### src/rtl/tally_score_ctrl.sv
// Tally score controller: edge-detected Inc/Dec/Clr keys step a two-digit BCD score, 1-cycle latency, no backpressure.
// Hold-to-repeat (HELD->REPEAT auto-stepping) is built only when TALLY_AUTO_REPEAT_EN is defined.
module tally_score_ctrl #(
  parameter int REPEAT_DELAY = 12500000,
  parameter int REPEAT_RATE  = 2500000
) (
  input  logic       i_Clk,
  input  logic       i_Rst_L,
  input  logic       i_Inc,
  input  logic       i_Dec,
  input  logic       i_Clr,
  output logic [3:0] o_Tens,
  output logic [3:0] o_Ones,
  output logic       o_Wrap,
  output logic       o_Held
);

`ifdef TALLY_AUTO_REPEAT_EN
  localparam int MAX_CNT = (REPEAT_DELAY > REPEAT_RATE) ? REPEAT_DELAY : REPEAT_RATE;
  localparam int TW      = $clog2(MAX_CNT);
  typedef enum logic [1:0] {S_IDLE, S_HELD, S_REPEAT} state_e;
  logic [TW-1:0] timer_q, timer_d;
`else
  typedef enum logic [0:0] {S_IDLE, S_HELD} state_e;
`endif

  // A timer shorter than 2 cycles cannot separate the first step from the next.
  if (REPEAT_DELAY < 2 || REPEAT_RATE < 2) begin : g_bad_repeat_param
  end

  state_e     state_q, state_d;
  logic       inc_prev_q, dec_prev_q, clr_prev_q;
  logic       key_q, key_d;
  logic [3:0] tens_q, tens_d, ones_q, ones_d;
  logic       wrap_q, wrap_d;
  logic       inc_ev, dec_ev, clr_ev, key_lvl;
  logic       step, step_up, clr;

  assign inc_ev  = i_Inc & ~inc_prev_q;
  assign dec_ev  = i_Dec & ~dec_prev_q;
  assign clr_ev  = i_Clr & ~clr_prev_q;
  assign key_lvl = key_q ? i_Inc : i_Dec;

  always_ff @(posedge i_Clk or negedge i_Rst_L) begin
    if (!i_Rst_L) state_q <= S_IDLE;
    else          state_q <= state_d;
  end

  always_comb begin
    state_d = state_q;
    key_d   = key_q;
    step    = 1'b0;
    step_up = key_q;
    clr     = 1'b0;
`ifdef TALLY_AUTO_REPEAT_EN
    timer_d = timer_q;
`endif
    case (state_q)
      S_IDLE: begin
        if (clr_ev) begin
          clr = 1'b1;
        end else if (inc_ev || dec_ev) begin
          step    = 1'b1;
          step_up = inc_ev;
          key_d   = inc_ev;
          state_d = S_HELD;
`ifdef TALLY_AUTO_REPEAT_EN
          timer_d = '0;
`endif
        end
      end
      S_HELD: begin
        if (clr_ev) begin
          clr     = 1'b1;
          state_d = S_IDLE;
        end else if (!key_lvl) begin
          state_d = S_IDLE;
`ifdef TALLY_AUTO_REPEAT_EN
        end else if (timer_q == TW'(REPEAT_DELAY - 1)) begin
          step    = 1'b1;
          state_d = S_REPEAT;
        end else begin
          timer_d = timer_q + TW'(1);
`endif
        end
`ifdef TALLY_AUTO_REPEAT_EN
        if (state_d != S_HELD) timer_d = '0;
`endif
      end
`ifdef TALLY_AUTO_REPEAT_EN
      S_REPEAT: begin
        // Release and Clr both take precedence over a step falling due this cycle.
        if (clr_ev) begin
          clr     = 1'b1;
          state_d = S_IDLE;
          timer_d = '0;
        end else if (!key_lvl) begin
          state_d = S_IDLE;
          timer_d = '0;
        end else if (timer_q == TW'(REPEAT_RATE - 1)) begin
          step    = 1'b1;
          timer_d = '0;
        end else begin
          timer_d = timer_q + TW'(1);
        end
      end
`endif
      default: state_d = S_IDLE;
    endcase
  end

  always_comb begin
    o_Held = (state_q != S_IDLE);
    o_Tens = tens_q;
    o_Ones = ones_q;
    o_Wrap = wrap_q;
    tens_d = tens_q;
    ones_d = ones_q;
    wrap_d = 1'b0;
    if (clr) begin
      tens_d = 4'd0;
      ones_d = 4'd0;
    end else if (step && step_up) begin
      if (ones_q == 4'd9) begin
        ones_d = 4'd0;
        if (tens_q == 4'd9) begin
          tens_d = 4'd0;
          wrap_d = 1'b1;
        end else begin
          tens_d = tens_q + 4'd1;
        end
      end else begin
        ones_d = ones_q + 4'd1;
      end
    end else if (step) begin
      if (ones_q == 4'd0) begin
        ones_d = 4'd9;
        if (tens_q == 4'd0) begin
          tens_d = 4'd9;
          wrap_d = 1'b1;
        end else begin
          tens_d = tens_q - 4'd1;
        end
      end else begin
        ones_d = ones_q - 4'd1;
      end
    end
  end

  // Previous samples reset high so a key held through reset release is not an event.
  always_ff @(posedge i_Clk or negedge i_Rst_L) begin
    if (!i_Rst_L) begin
      inc_prev_q <= 1'b1;
      dec_prev_q <= 1'b1;
      clr_prev_q <= 1'b1;
      key_q      <= 1'b0;
      tens_q     <= 4'd0;
      ones_q     <= 4'd0;
      wrap_q     <= 1'b0;
    end else begin
      inc_prev_q <= i_Inc;
      dec_prev_q <= i_Dec;
      clr_prev_q <= i_Clr;
      key_q      <= key_d;
      tens_q     <= tens_d;
      ones_q     <= ones_d;
      wrap_q     <= wrap_d;
    end
  end

`ifdef TALLY_AUTO_REPEAT_EN
  always_ff @(posedge i_Clk or negedge i_Rst_L) begin
    if (!i_Rst_L) timer_q <= '0;
    else          timer_q <= timer_d;
  end
`endif

endmodule

### config.mk
export PLATFORM = sky130hd
export DESIGN_NAME = tally_score_ctrl
export DESIGN_NICKNAME = d
export VERILOG_FILES = /design/src/rtl/tally_score_ctrl.sv
export SDC_FILE = /design/constraint.sdc
export NUM_CORES = 1
export LEC_CHECK = 0
export CAP_MARGIN = 20
export CELL_PAD_IN_SITES_DETAIL_PLACEMENT = 1
export CELL_PAD_IN_SITES_GLOBAL_PLACEMENT = 1
export CORE_MARGIN = 2
export CORE_UTILIZATION = 39
export CTS_BUF_LIST = sky130_fd_sc_hd__clkbuf_8 sky130_fd_sc_hd__clkbuf_16
export DETAILED_ROUTE_END_ITERATION = 8
export PLACE_DENSITY_LB_ADDON = 0.1
export SYNTH_ARGS = -nofsm -noshare
export SYNTH_HDL_FRONTEND = slang
export SYNTH_SLANG_ARGS = --single-unit
### constraint.sdc
create_clock -name i_Clk -period 1.9 [get_ports i_Clk]
set_clock_uncertainty 0.1 [all_clocks]
set_input_delay 0.38 -clock i_Clk [delete_from_list [all_inputs] [get_ports i_Clk]]
set_output_delay 0.38 -clock i_Clk [all_outputs]
set_load 0.005 [all_outputs]
Yosys cells after proc, flatten, opt, wreduce, memory -nomap -nowiden
Cells that the tools add are included.
- $add $sub $neg: 4
- equal/unequal tests: 3
- mux-type cells: 30
- bitwise logic cells: 7
- reductions and logical operators: 7
- operators by type and width (kind ; number):
    $mux 4 ; 12
    $mux 1 ; 17
    $add 4x1->4 const B ; 2
    $eq 4x4->1 const B ; 2
    $logic_not 4->1 ; 2
    $sub 4x1->4 const B ; 2
    $reduce_bool 3->1 ; 2
    $not 1->1 ; 4
    $and 1x1->1 ; 3
    $ne 3x2->1 const B ; 1
    $reduce_and 3->1 ; 1
    $pmux 1 s2 ; 1
    $logic_and 1x1->1 ; 1
    $logic_or 1x1->1 ; 1
- bits in registers: 14
- input bits: 5
- output and inout bits: 10
- word-level logic and storage cells: 59

Logic depth before layout (Yosys ltp)
- word-level depth: 9
- gate-level depth with buffers: 5
- mapped depth without buffers: 4

Least setup slack after synthesis
No wires, ideal clock.
- path kind: reg-to-reg
- start point: register ones_q[0], in the netlist o_Ones[0]
- end point: register ones_q[2], in the netlist o_Ones[2]
- library setup time: 0.122 ns
- arrival: 1.367 ns
- data required time: 1.678 ns
- slack: 0.312 ns
- stages on the path, launching flop included: 5
- buffers on the path: 0
- period minus slack after synthesis: 1.588 ns
- cell sequence: dfrtp_1 -> or3b_1 -> nor3b_2 -> o21ai_0 -> a32o_1
- word-level cells in the longest chain between the ends: 5
- elaborated cells on any way between the ends: 9
- those cells by class: add/sub: 2; eq/ne: 1; mux: 5; reduce/logical: 1
- RTL lines (item ; line ; RTL):
    from (decl) ; 34 ; logic [3:0] tens_q, tens_d, ones_q, ones_d;
    from (signal assigned) ; 166 ; ones_q <= ones_d;
    $sub 4x1->4 or $logic_not 4->1 (tied branches) ; 145, 136 ;
    $mux 4 ; 136 ; if (ones_q == 4'd0) begin
    $mux 4 ; 135 ; end else if (step) begin
    $mux 4 * ; 123 ; end else if (step && step_up) begin
    $mux 4 * ; 120 ; if (clr) begin
Every way passes the cells marked *; elsewhere a longest branch is shown, timed or not. The select of a mux whose other input is x is not followed.
A chain may end at the register's enable or synchronous reset.

Final worst setup path
- start point: input i_Dec
- end point: register ones_q[2], in the netlist o_Ones[2]
- word-level cells in the longest chain between the ends: 8
- elaborated cells on any way between the ends: 12
- those cells by class: mux: 8; bitwise: 1; reduce/logical: 3
- RTL lines (item ; line ; RTL):
    from (decl) ; 10 ; input logic i_Dec,
    $and 1x1->1 * ; 40 ; assign dec_ev = i_Dec & ~dec_prev_q;
    $logic_or 1x1->1 * ; 62 ; end else if (inc_ev || dec_ev) begin
    $mux 1 (on tied branches) (3 in series) ; n/a ;
    $logic_and 1x1->1 ; 123 ;
    $mux 4 ; 123 ;
    $mux 4 ; 120 ;
Every way passes the cells marked *; elsewhere a longest branch is shown, timed or not.

==> metrics.md <==
| Metric | Value |
|---|---|
| Yosys top cell area share | `28.65%` |
| Initial core utilization | `42.22%` |
| Via-to-Cell Ratio | `5.884` |
| Flop and latch count out of synthesis | `14` |
| IO Port Bufs | `14` |
| Synth cell types | `42` |
| Simple logic cell fraction of the synthesized area | `28.26%` |
| Setup Buffers After CTS | `0` |
| Design Power | `1466 uW` |
| Status | `completed` |
| # DRC | `0` |
| Ports | `15` |
| Core box area | `about 2300 sq um` |
| CP max FO | `3` |
| Crit Reg-Reg Endpoint | `o_Ones[2]$_DFFE_PN0P_` |
| Async S/R FF share, synth | `100.0%` |
| Leak Pwr | `0.0005447 uW` |
| Longest Clk Path Bufs | `2` |
| # diodes | `0` |
| Hold Crit Depth | `1` |
| Mapped cell area | `960.9 sq um` |
| Syn Nets | `114` |
| Max cap viols | `0` |
| Final Cell Area | `1292 sq um` |
| Post-synthesis sequential area ratio | `a little under two fifths` |
| DP HPWL | `1996 um` |
| Post-route clock period utilization | `96.66%` |
| Post-synthesis compound-gate area fraction | `25.65%` |
| EDFF count, synth | `0` |
| Fmax | `0.5445 GHz` |
| Reg-to-Reg Start | `inc_prev_q$_DFF_PN1_` |
| Area leader, netlist | `dfrtp_1` |
| Largest net degree at the start of global routing | `15` |
| Combinational power share | `between 40% and 50%` |
| Core Util, Final | `56.79%` |
| Detailed Routing Iterations Pass 1 | `4` |
| Synth top area cells | `dfrtp_1 29%, dfstp_2 8.2%, a21oi_1 4.7%` |
| Wire length of the first global-routing pass | `about 4600 um` |
| Via count | `about 970` |
| Post-synthesis mux area share | `2.214%` |
| Post-DRT Antenna Nets | `0` |
| GRT Resource Usage Total | `22.38%` |
| Hold Startpoint | `i_Inc` |
| Slew Limit Fails | `0` |
| Die X | `53.64 um` |
| Clk_lat worst skew | `250 ps` |
| Setup repair after global routing missed its margin | `no` |
| Final Hold Viols | `0` |
| Final #Nets | `142` |
| Crit path arrival time | `1880 ps` |
| R2R setup slack | `160 ps` |
| Largest family of logic cells by synthesized area | `simple AND/OR/NAND/NOR gates` |
| Layout Area Growth over Synthesis | `34.51%` |
| DIE AREA | `2877 sq um` |
| GRT overflow | `0` |
| Final Critical Period | `1837 ps` |
| Antenna violations before repair | `0` |
| Vias in the first global route | `1015` |
| R2R depth | `5` |
| Reg power frac | `between 30 and 40%` |
| Slew @ Worst Pin | `388.1 ps` |
| Gpl congestion | `a little under 0.8` |
| Die Ht | `53.64 um` |
| Net switching power of the design | `578.1 uW` |
| # rows | `17` |
| Cell-internal power | `around 890 uW` |
| Share of layout cells above drive strength 1 | `22.79%` |
| Main flop type after synthesis | `dfrtp_1` |
| PwrDens | `1134 nW/um^2` |
| Setup crit end kind | `flop` |
| CTS root buffer | `clkbuf_8` |
| Synth Warn # | `0` |
| Worst hold path class | `in2reg` |
| CTS tree | `yes` |
| Drt initial violations | `14` |
| Startpoint Class | `input port` |
| DR WL/cell | `approximately 16 um` |
| WHS Endpoint | `inc_prev_q$_DFF_PN1_` |
| Setup violators final | `0` |
| Cells after Synth | `109` |
| Clk network pwr share | `20.7%` |
| CTS sink count | `14` |
| Placed instance area | `1220 sq um` |
| Slew HR | `74.05%` |
| H-Tree Depth | `1` |
| CP required | `about 1900 ps` |
| TritonCTS Buffers | `3` |
| Worst-path clk slew | `70 ps` |
| Worst VDD drop | `around 0.00068 V` |
| Xor-xnor portion of the synthesized cell area | `0.9115%` |
| Total Wirelength | `around 2700 um` |
| Sw Share | `between 30% and 40%` |
| Crit path kind | `in2reg` |
| Syn avg cell area | `8.816 sq um` |
| Adder-Cell Fraction of Synth Area | `0%` |
Yosys cell counts (all sizes together), types with 3 or more instances:
cell type  instances
a21boi             3
a21oi              9
buf                3
clkbuf             5
dfrtp             11
dfstp              3
inv                4
nand2              9
nand2b             5
nand4              4
nor2               8
nor3               4
nor3b              3
o21ai              5
o41ai              3
how the worst max path moves through the flow:
stage,from,to,slack [ps],depth (start not counted)
after global routing,i_Dec,o_Tens[0]$_DFFE_PN0P_,5,5
after detailed placement,i_Inc,o_Tens[2]$_DFFE_PN0P_,-260,5
after global placement,i_Inc,o_Tens[2]$_DFFE_PN0P_,-220,5
after CTS,i_Inc,o_Tens[2]$_DFFE_PN0P_,1,5
final,i_Dec,o_Ones[2]$_DFFE_PN0P_,60,5
after floorplan,o_Ones[0]$_DFFE_PN0P_,o_Ones[2]$_DFFE_PN0P_,310,4
state kept, by name, summed over array words and instances (netlist names):
| name | count |
|---|---|
| o_Held | 1 |
| o_Ones | 4 |
| o_Tens | 4 |
| dec_prev_q | 1 |
| o_Wrap | 1 |
| key_q | 1 |
| inc_prev_q | 1 |
| clr_prev_q | 1 |
area by class of cell:
cell class                 count  area [sq um]
timing repair buffer          31         270.3
clock buffer                   4         55.05
fill                         262         983.4
tap                           28         35.03
multi-input combinational     83         561.8
inverter                       4         15.01
sequential                    14         355.3
cell families after synthesis:
group | count (synthesis)
xor+xnor | 1
flops | 14
buf+inv | 12
mux | 2
compound gates | 35
simple gates | 45
power by group through the flow:
stage	Clock [uW]	Combinational, uW	Sequential, uW
after floorplan	0	407	455
after global placement	0	610	520
after detailed placement	0	624	525
after CTS	308	631	523
after global routing	322	716	543
final	303	636	527
layout by cell type (no fill, tap or decap), types with 2 or more instances in the layout:
cell,n
clkdlybuf4s50_1,13
a21boi_0,3
inv_1,4
clkbuf_8,4
o31ai_1,2
nor2b_1,2
o41ai_1,2
nand3b_1,2
nand4_1,4
nor2_1,8
dfstp_2,3
buf_4,17
nor3_1,4
nor3b_2,2
dfrtp_1,10
a21o_1,2
or3b_1,2
o21ai_0,4
and4b_1,2
a21oi_1,9
nand2b_1,5
nand2_1,9
routing by layer:
layer | up-vias | GRT usage (%) | routed length (um)
met5 | - | 0 | 0
met4 | 0 | 8.547 | 31
met3 | 4 | 3.611 | 80
met2 | 18 | 36.42 | 1235
met1 | 479 | 29.67 | 1354
li1 | 464 | - | -
critical path, cell delays in order:
cell and delay [ps]:
clkdlybuf4s50_1 490, or3b_1 400, nor3b_2 240, o21ai_0 110, a32o_1 260
repair_timing:
action                                  in CTS  in global routing
hold buffers                                 0                  0
resized for setup                            1                  5
endpoints found under the setup margin       1                  5
per-stage QoR:
stage | setup slack (ps) | TNS (ps) | hold WS [ps] | std cells
after floorplan | 311.5 | 0 | -15.59 | 109
after global placement | -215.4 | -904.3 | 374.9 | 160
after detailed placement | -256.8 | -1145 | 396.0 | 160
after CTS | 1.347 | 0 | 358.2 | 164
after global routing | 4.530 | 0 | 210.4 | 164
final | 63.47 | 0 | 203.9 | 164
(Power assumes the default switching activity.)
